<file path="src/rtl/bus_responder_if.sv">
// rtl/bus_responder_if.sv - core data bus and interrupt lines between core and bus_responder
interface bus_responder_if;
    logic [63:0] bus_address;
    logic        bus_read_enable;
    logic        bus_write_enable;
    logic [63:0] bus_write_data;
    logic [63:0] bus_read_data;
    logic [3:0]  interrupt_vector;
    logic        interrupt_ack;

    modport master (
        output bus_address, bus_read_enable, bus_write_enable, bus_write_data, interrupt_ack,
        input  bus_read_data, interrupt_vector
    );

    modport slave (
        input  bus_address, bus_read_enable, bus_write_enable, bus_write_data, interrupt_ack,
        output bus_read_data, interrupt_vector
    );
endinterface

</file>
<file path="src/rtl/bus_responder.sv">
// rtl/bus_responder.sv - memory-mapped key FIFO, UART TX holding register and key interrupt FSM
module bus_responder #(
    parameter logic [63:0] KEY_ADDR   = 64'h0000_0000_F000_0000,
    parameter logic [63:0] ART_ADDR   = 64'h0000_0000_F000_0100,
    parameter logic [63:0] STAT_ADDR  = KEY_ADDR + 64'd8,
    parameter int          FIFO_DEPTH = 4
) (
    input  logic             clk,
    input  logic             reset,
    bus_responder_if.slave   bus,
    input  logic             key_valid,
    input  logic [7:0]       key_data,
    output logic             tx_valid,
    output logic [7:0]       tx_data,
    input  logic             tx_ready
);
    localparam int PW = $clog2(FIFO_DEPTH);
    localparam int CW = PW + 1;

    localparam logic [1:0] IRQ_IDLE    = 2'd0;
    localparam logic [1:0] IRQ_RAISED  = 2'd1;
    localparam logic [1:0] IRQ_SERVICE = 2'd2;

    logic [7:0]    mem_q [FIFO_DEPTH];
    logic [7:0]    mem_d [FIFO_DEPTH];
    logic [PW-1:0] wptr_q, wptr_d, rptr_q, rptr_d;
    logic [CW-1:0] count_q, count_d;
    logic          overflow_q, overflow_d, tx_drop_q, tx_drop_d, irq_en_q, irq_en_d;
    logic          tx_valid_q, tx_valid_d;
    logic [7:0]    tx_data_q, tx_data_d;
    logic [63:0]   rdata_q, rdata_d;
    logic [1:0]    state_q, state_d;
    logic [3:0]    vec_q, vec_d;

    logic        rd_key, rd_stat, wr_art, wr_stat;
    logic        empty, full, pop, push_ok, tx_hs;
    logic [63:0] stat_v, count_ext;

    assign rd_key  = bus.bus_read_enable  && (bus.bus_address == KEY_ADDR);
    assign rd_stat = bus.bus_read_enable  && (bus.bus_address == STAT_ADDR);
    assign wr_art  = bus.bus_write_enable && (bus.bus_address == ART_ADDR);
    assign wr_stat = bus.bus_write_enable && (bus.bus_address == STAT_ADDR);

    assign empty   = (count_q == '0);
    assign full    = (count_q == CW'(FIFO_DEPTH));
    assign pop     = rd_key && !empty;
    // A pop frees the slot a same-cycle push needs when the FIFO is full.
    assign push_ok = key_valid && (!full || pop);
    assign tx_hs   = tx_valid_q && tx_ready;

    always_comb begin
        count_ext   = 64'(count_q);
        stat_v      = '0;
        stat_v[0]   = !empty;
        stat_v[1]   = full;
        stat_v[2]   = tx_valid_q;
        stat_v[3]   = overflow_q;
        stat_v[4]   = tx_drop_q;
        stat_v[5]   = irq_en_q;
        stat_v[8:6] = count_ext[2:0];
    end

    always_comb begin
        mem_d  = mem_q;
        wptr_d = wptr_q;
        rptr_d = rptr_q;
        if (push_ok) begin
            mem_d[wptr_q] = key_data;
            wptr_d        = wptr_q + 1'b1;
        end
        if (pop) begin
            rptr_d = rptr_q + 1'b1;
        end
        case ({push_ok, pop})
            2'b10:   count_d = count_q + CW'(1);
            2'b01:   count_d = count_q - CW'(1);
            default: count_d = count_q;
        endcase

        rdata_d = rdata_q;
        if (bus.bus_read_enable) begin
            if (pop)          rdata_d = {55'b0, 1'b1, mem_q[rptr_q]};
            else if (rd_stat) rdata_d = stat_v;
            else              rdata_d = '0;
        end

        // Set events take priority over the clear-on-status-read.
        overflow_d = (key_valid && full && !pop) || (overflow_q && !rd_stat);
        tx_drop_d  = (wr_art && tx_valid_q && !tx_hs) || (tx_drop_q && !rd_stat);
        irq_en_d   = wr_stat ? bus.bus_write_data[0] : irq_en_q;

        tx_valid_d = tx_valid_q;
        tx_data_d  = tx_data_q;
        if (wr_art && (!tx_valid_q || tx_hs)) begin
            tx_valid_d = 1'b1;
            tx_data_d  = bus.bus_write_data[7:0];
        end else if (tx_hs) begin
            tx_valid_d = 1'b0;
        end
    end

    always_comb begin
        state_d = state_q;
        case (state_q)
            IRQ_IDLE:    if (irq_en_q && !empty)  state_d = IRQ_RAISED;
            IRQ_RAISED:  if (!irq_en_q)           state_d = IRQ_IDLE;
                         else if (bus.interrupt_ack) state_d = IRQ_SERVICE;
            IRQ_SERVICE: if (rd_key)              state_d = IRQ_IDLE;
            default:                              state_d = IRQ_IDLE;
        endcase
        vec_d = (state_d == IRQ_RAISED) ? 4'd1 : 4'd0;
    end

    always_ff @(posedge clk or negedge reset) begin
        if (!reset) begin
            for (int i = 0; i < FIFO_DEPTH; i++) mem_q[i] <= '0;
            wptr_q     <= '0;
            rptr_q     <= '0;
            count_q    <= '0;
            overflow_q <= 1'b0;
            tx_drop_q  <= 1'b0;
            irq_en_q   <= 1'b1;
            tx_valid_q <= 1'b0;
            tx_data_q  <= '0;
            rdata_q    <= '0;
            state_q    <= IRQ_IDLE;
            vec_q      <= '0;
        end else begin
            mem_q      <= mem_d;
            wptr_q     <= wptr_d;
            rptr_q     <= rptr_d;
            count_q    <= count_d;
            overflow_q <= overflow_d;
            tx_drop_q  <= tx_drop_d;
            irq_en_q   <= irq_en_d;
            tx_valid_q <= tx_valid_d;
            tx_data_q  <= tx_data_d;
            rdata_q    <= rdata_d;
            state_q    <= state_d;
            vec_q      <= vec_d;
        end
    end

    assign bus.bus_read_data    = rdata_q;
    assign bus.interrupt_vector = vec_q;
    assign tx_valid             = tx_valid_q;
    assign tx_data              = tx_data_q;
endmodule

</file>
<file path="src/flat_wrapper.sv">
// flat-port wrapper written by rule: the top's interface ports become plain ports
module bus_responder_flat 
#(
    parameter logic [63:0] KEY_ADDR   = 64'h0000_0000_F000_0000,
    parameter logic [63:0] ART_ADDR   = 64'h0000_0000_F000_0100,
    parameter logic [63:0] STAT_ADDR  = KEY_ADDR + 64'd8,
    parameter int          FIFO_DEPTH = 4
)
  (clk, reset, key_valid, key_data, tx_valid, tx_data, tx_ready, bus_bus_address, bus_bus_read_enable, bus_bus_write_enable, bus_bus_write_data, bus_interrupt_ack, bus_bus_read_data, bus_interrupt_vector);
  bus_responder_if bus_i ();
  input  logic clk;
  input  logic reset;
  input  logic key_valid;
  input  logic [7:0] key_data;
  output logic tx_valid;
  output logic [7:0] tx_data;
  input  logic tx_ready;
  input wire logic [$bits(bus_i.bus_address)-1:0] bus_bus_address;
  input wire logic [$bits(bus_i.bus_read_enable)-1:0] bus_bus_read_enable;
  input wire logic [$bits(bus_i.bus_write_enable)-1:0] bus_bus_write_enable;
  input wire logic [$bits(bus_i.bus_write_data)-1:0] bus_bus_write_data;
  input wire logic [$bits(bus_i.interrupt_ack)-1:0] bus_interrupt_ack;
  output wire logic [$bits(bus_i.bus_read_data)-1:0] bus_bus_read_data;
  output wire logic [$bits(bus_i.interrupt_vector)-1:0] bus_interrupt_vector;
  assign bus_i.bus_address = bus_bus_address;
  assign bus_i.bus_read_enable = bus_bus_read_enable;
  assign bus_i.bus_write_enable = bus_bus_write_enable;
  assign bus_i.bus_write_data = bus_bus_write_data;
  assign bus_i.interrupt_ack = bus_interrupt_ack;
  assign bus_bus_read_data = bus_i.bus_read_data;
  assign bus_interrupt_vector = bus_i.interrupt_vector;
  bus_responder #(.KEY_ADDR(KEY_ADDR), .ART_ADDR(ART_ADDR), .STAT_ADDR(STAT_ADDR), .FIFO_DEPTH(FIFO_DEPTH)) u_core (.clk(clk), .reset(reset), .bus(bus_i), .key_valid(key_valid), .key_data(key_data), .tx_valid(tx_valid), .tx_data(tx_data), .tx_ready(tx_ready));
endmodule
</file>
<file path="config.mk">
export PLATFORM = sky130hd
export DESIGN_NAME = bus_responder_flat
export DESIGN_NICKNAME = d
export VERILOG_FILES = /design/src/rtl/bus_responder_if.sv /design/src/rtl/bus_responder.sv /design/src/flat_wrapper.sv
export SDC_FILE = /design/constraint.sdc
export NUM_CORES = 1
export LEC_CHECK = 0
export ABC_AREA = 1
export ABC_CLOCK_PERIOD_IN_PS = 1700
export CAP_MARGIN = 20
export CORE_MARGIN = 2
export CORE_UTILIZATION = 34
export DETAILED_ROUTE_END_ITERATION = 6
export PLACE_DENSITY = 0.74
export REMOVE_ABC_BUFFERS = 1
export SYNTH_ARGS = -nofsm -noshare
export SYNTH_HDL_FRONTEND = slang
export SYNTH_SLANG_ARGS = --single-unit
</file>
<file path="constraint.sdc">
create_clock -name clk -period 1.7 [get_ports clk]
set_input_delay 0.255 -clock clk [delete_from_list [all_inputs] [get_ports clk]]
set_output_delay 0.255 -clock clk [all_outputs]
set_load 0.01 [all_outputs]
</file>
==> summary.md <==
| Metric | Value |
|---|---|
| Fin crit period | `1.69 ns` |
| Slew Viols, Final | `0` |
| Top cell type's share of synthesized area | `40.4%` |
| Skew final | `0.00636 ns` |
| Drt drc | `0` |
| Grt ovf | `0` |
| Gate Count Post-Synth | `495` |
| Post-synthesis mux area share | `0%` |
| Tot GR Track Use | `17.1%` |
| Dpl cells | `762` |
| Unrepaired setup endpoints after global routing | `true` |
| Power Dens Cells | `683 nW/um^2` |
| Row count | `38` |
| Placer Congestion | `0.861` |
| WP data required | `1.92 ns` |
| Final setup fails | `0` |
| Antenna Cells | `0` |
| CTS tree | `built` |
| Hpwl dp | `7850 um` |
| Mapped Area | `3840 sq um` |
| Total CTS buffers | `9` |
| Initial Util | `35.1%` |
| CP top delay family | `simple AND/OR/NAND/NOR gates` |
| Worst Hold Class | `in -> async` |
| Synth warn | `0` |
| Most common library cells after synthesis | `nand2_1, nor2_1, dfrtp_1` |
| Layout Nets | `808` |
| H-tree levels | `3` |
| P_leak | `2.74 nW` |
| CP most frequent cell | `nand2_1` |
| I/O Buffers | `105` |
| CP peak stage delay | `0.38 ns` |
| Synth Area in Simple Gates | `26.7%` |
| Status | `finished clean` |
| Die height | `110 um` |
| Main synth FF type | `dfrtp_1` |
| 1st-pass router iterations | `5` |
| Core area | `10900 sq um` |
| Layout cell share with drive strength beyond 1 | `28.3%` |
| Placed Area | `5030 sq um` |
| Asr flop ratio synth | `100%` |
| Via-to-Cell Ratio | `4.60` |
| Adder-cell area share of the yosys netlist | `1.83%` |
| Critical path class | `in -> reg` |
| CP Capture Type | `flop` |
| 1st-iter DRT viols | `185` |
| WL per Instance | `13.9 um` |
| Compound-cell area share of the yosys netlist | `11.5%` |
| CTS Sinks | `63` |
| Vias | `3703` |
| Post-route clock period utilization | `99.4%` |
| Cell taking the most area after synthesis | `dfrtp_1` |
| Post-synth EDFFs | `0` |
| Max Clk Rate | `592 MHz` |
| Count leader, synth | `nand2_1` |
| Vias in the first global route | `3445` |
| Yosys cell types | `38` |
| Maximum number of pins on one net before global-route repair | `46` |
| Post-route cell area | `5460 sq um` |
| Area contributors post-synth | `dfrtp_1, buf_4, nand2_1, nor2_1, inv_1` |
| Area delta synth->final | `42.2%` |
| Chip Width | `110 um` |
| Sequential share of the synthesized area | `41.1%` |
| WP data arrival | `1.91 ns` |
| Worst Path Buf+Inv | `3` |
| Worst-path clk slew | `0.05 ns` |
| Initial antenna violation count | `0` |
| Top fanout value on the critical path | `2` |
| Fin. Hold Viols | `0` |
| Worst Setup Start Kind | `primary input` |
| Detail Route Antenna Nets | `0` |
| Critical path's slowest cell | `fa_2` |
| Combinational family with the most area after synthesis | `simple AND/OR/NAND/NOR gates` |
| Global-route wire length before repair | `15900 um` |
| Synth Area per Inst | `7.75 sq um` |
| Skew-Pair Late Insertion Delay | `0.33 ns` |
| Maximum VDD drop | `0.438 mV` |
| Non-filler cells, final | `805` |
| Xor and xnor area share after synthesis | `0.685%` |
| Clock Path Buffers | `2` |
| Max-Cap Viols | `0` |
| Seq cells post-synth | `63` |
| # IOs | `220` |
| Clock Tree Root | `clkbuf_16` |
| Final wirelength | `11200 um` |
| Die area | `12100 sq um` |
| Crit path cell chain | `buf_2, inv_2, nand2_1, nor2_1, nand2_2, nor2_4, nand2_2, nor2_1, nand4_1, fa_2, nand4_1, nand2_2, nand2_1, nand2_1, nand2_1, inv_1` |
==> registers in the layout, summed over array words and instances, names as in the netlist <==
register,count
u_core.irq_en_q,1
u_core.count_q,3
u_core.rptr_q,2
u_core.bus.bus_read_data,9
u_core.state_q,2
u_core.tx_drop_q,1
u_core.tx_data,8
u_core.overflow_q,1
u_core.wptr_q,2
u_core.bus.interrupt_vector,1
u_core.mem_q,32
u_core.tx_valid,1
==> routing by layer <==
metal,vias to the layer above,global-route usage (%),routed length (um)
met5,-,0,0
met4,0,5.54,196
met3,20,4.41,968
met2,149,31.3,5740
met1,1746,19.4,4310
li1,1788,-,-
==> through the flow <==
stage	total power (W)	hold WS (ns)	setup TNS (ns)	setup slack, ns	utilization (%)
global route	0.00389	0.460	-0.231	-0.118	49.9
detailed placement	0.00206	0.233	-26.05	-0.714	46.0
finish	0.00373	0.415	0	0.0105	49.9
CTS	0.00374	0.425	0	0.00135	48.8
global placement	0.00204	0.219	-23.40	-0.579	46.0
floorplan	0.00175	-0.0406	-0.0490	-0.0490	-
==> what timing repair did <==
item / in CTS / in global routing
endpoints found under the hold margin: 17 / 0
resized for setup: 148 / 111
setup endpoints to repair: 53 / 50
pin swaps: 65 / 70
setup buffers: 15 / 8
cloned: 0 / 3
hold buffers: 1 / 0
==> layout by cell type, fill, tap and decap left out, drive strengths merged <==
| master | count |
|---|---|
| nand2 | 120 |
| nor2 | 85 |
| buf | 76 |
| dfrtp | 62 |
| conb | 58 |
| o21ai | 54 |
| inv | 51 |
| clkbuf | 46 |
| clkdlybuf4s50 | 39 |
| nand3 | 11 |
| a21oi | 11 |
| clkdlybuf4s15 | 8 |
| nand4 | 7 |
| o211ai | 6 |
| ha | 4 |
| nor3 | 4 |
| clkinvlp | 3 |
| xor2 | 3 |
| clkinv | 3 |
| nand3b | 2 |
| o22ai | 2 |
| o32ai | 1 |
| o2111ai | 1 |
| nor4 | 1 |
| a22oi | 1 |
| a32o | 1 |
| o221ai | 1 |
| fa | 1 |
| dlygate4sd3 | 1 |
| dlygate4sd2 | 1 |
| dfstp | 1 |
==> final timing paths <==
kind,from,to,slack [ns],depth (start not counted)
setup / recovery,bus_bus_address[24],u_core.count_q[2],0.01,16
hold / removal,reset,u_core.bus.bus_read_data[4],0.42,2
setup reg to reg,u_core.count_q[1],u_core.count_q[2],0.03,11
hold reg to reg,u_core.mem_q[11],u_core.mem_q[11],0.47,2
max in group asynchronous,reset,u_core.wptr_q[0],0.68,3
min in group clk,bus_bus_address[9],u_core.tx_valid,0.43,6
==> area by class of cell <==
type / count / area, sq um
fillers: 1035 / 5480
multi-input cells: 374 / 1950
flip-flops and latches: 63 / 1580
repair buffers: 160 / 1270
clock buffers: 11 / 253
inverters: 52 / 195
well taps: 140 / 175
clock inverters: 5 / 32.5
==> report_power, final <==
group | total, W | internal (W) | switching [W]
clock | 0.00172 | 0.00106 | 0.000659
combinational | 0.000445 | 0.000195 | 0.000250
sequential | 0.00156 | 0.00155 | 0.0000191
total | 0.00373 | 0.00280 | 0.000928
==> logic make-up after synthesis <==
family	Yosys count
buffers and inverters	118
other	1
AND/OR/NAND/NOR	227
adder cells (fa/ha/maj)	5
AO/OA/AOI/OAI	78
flip-flops	63
XOR/XNOR	3
No activity file was read; power rests on OpenSTA's default activity.
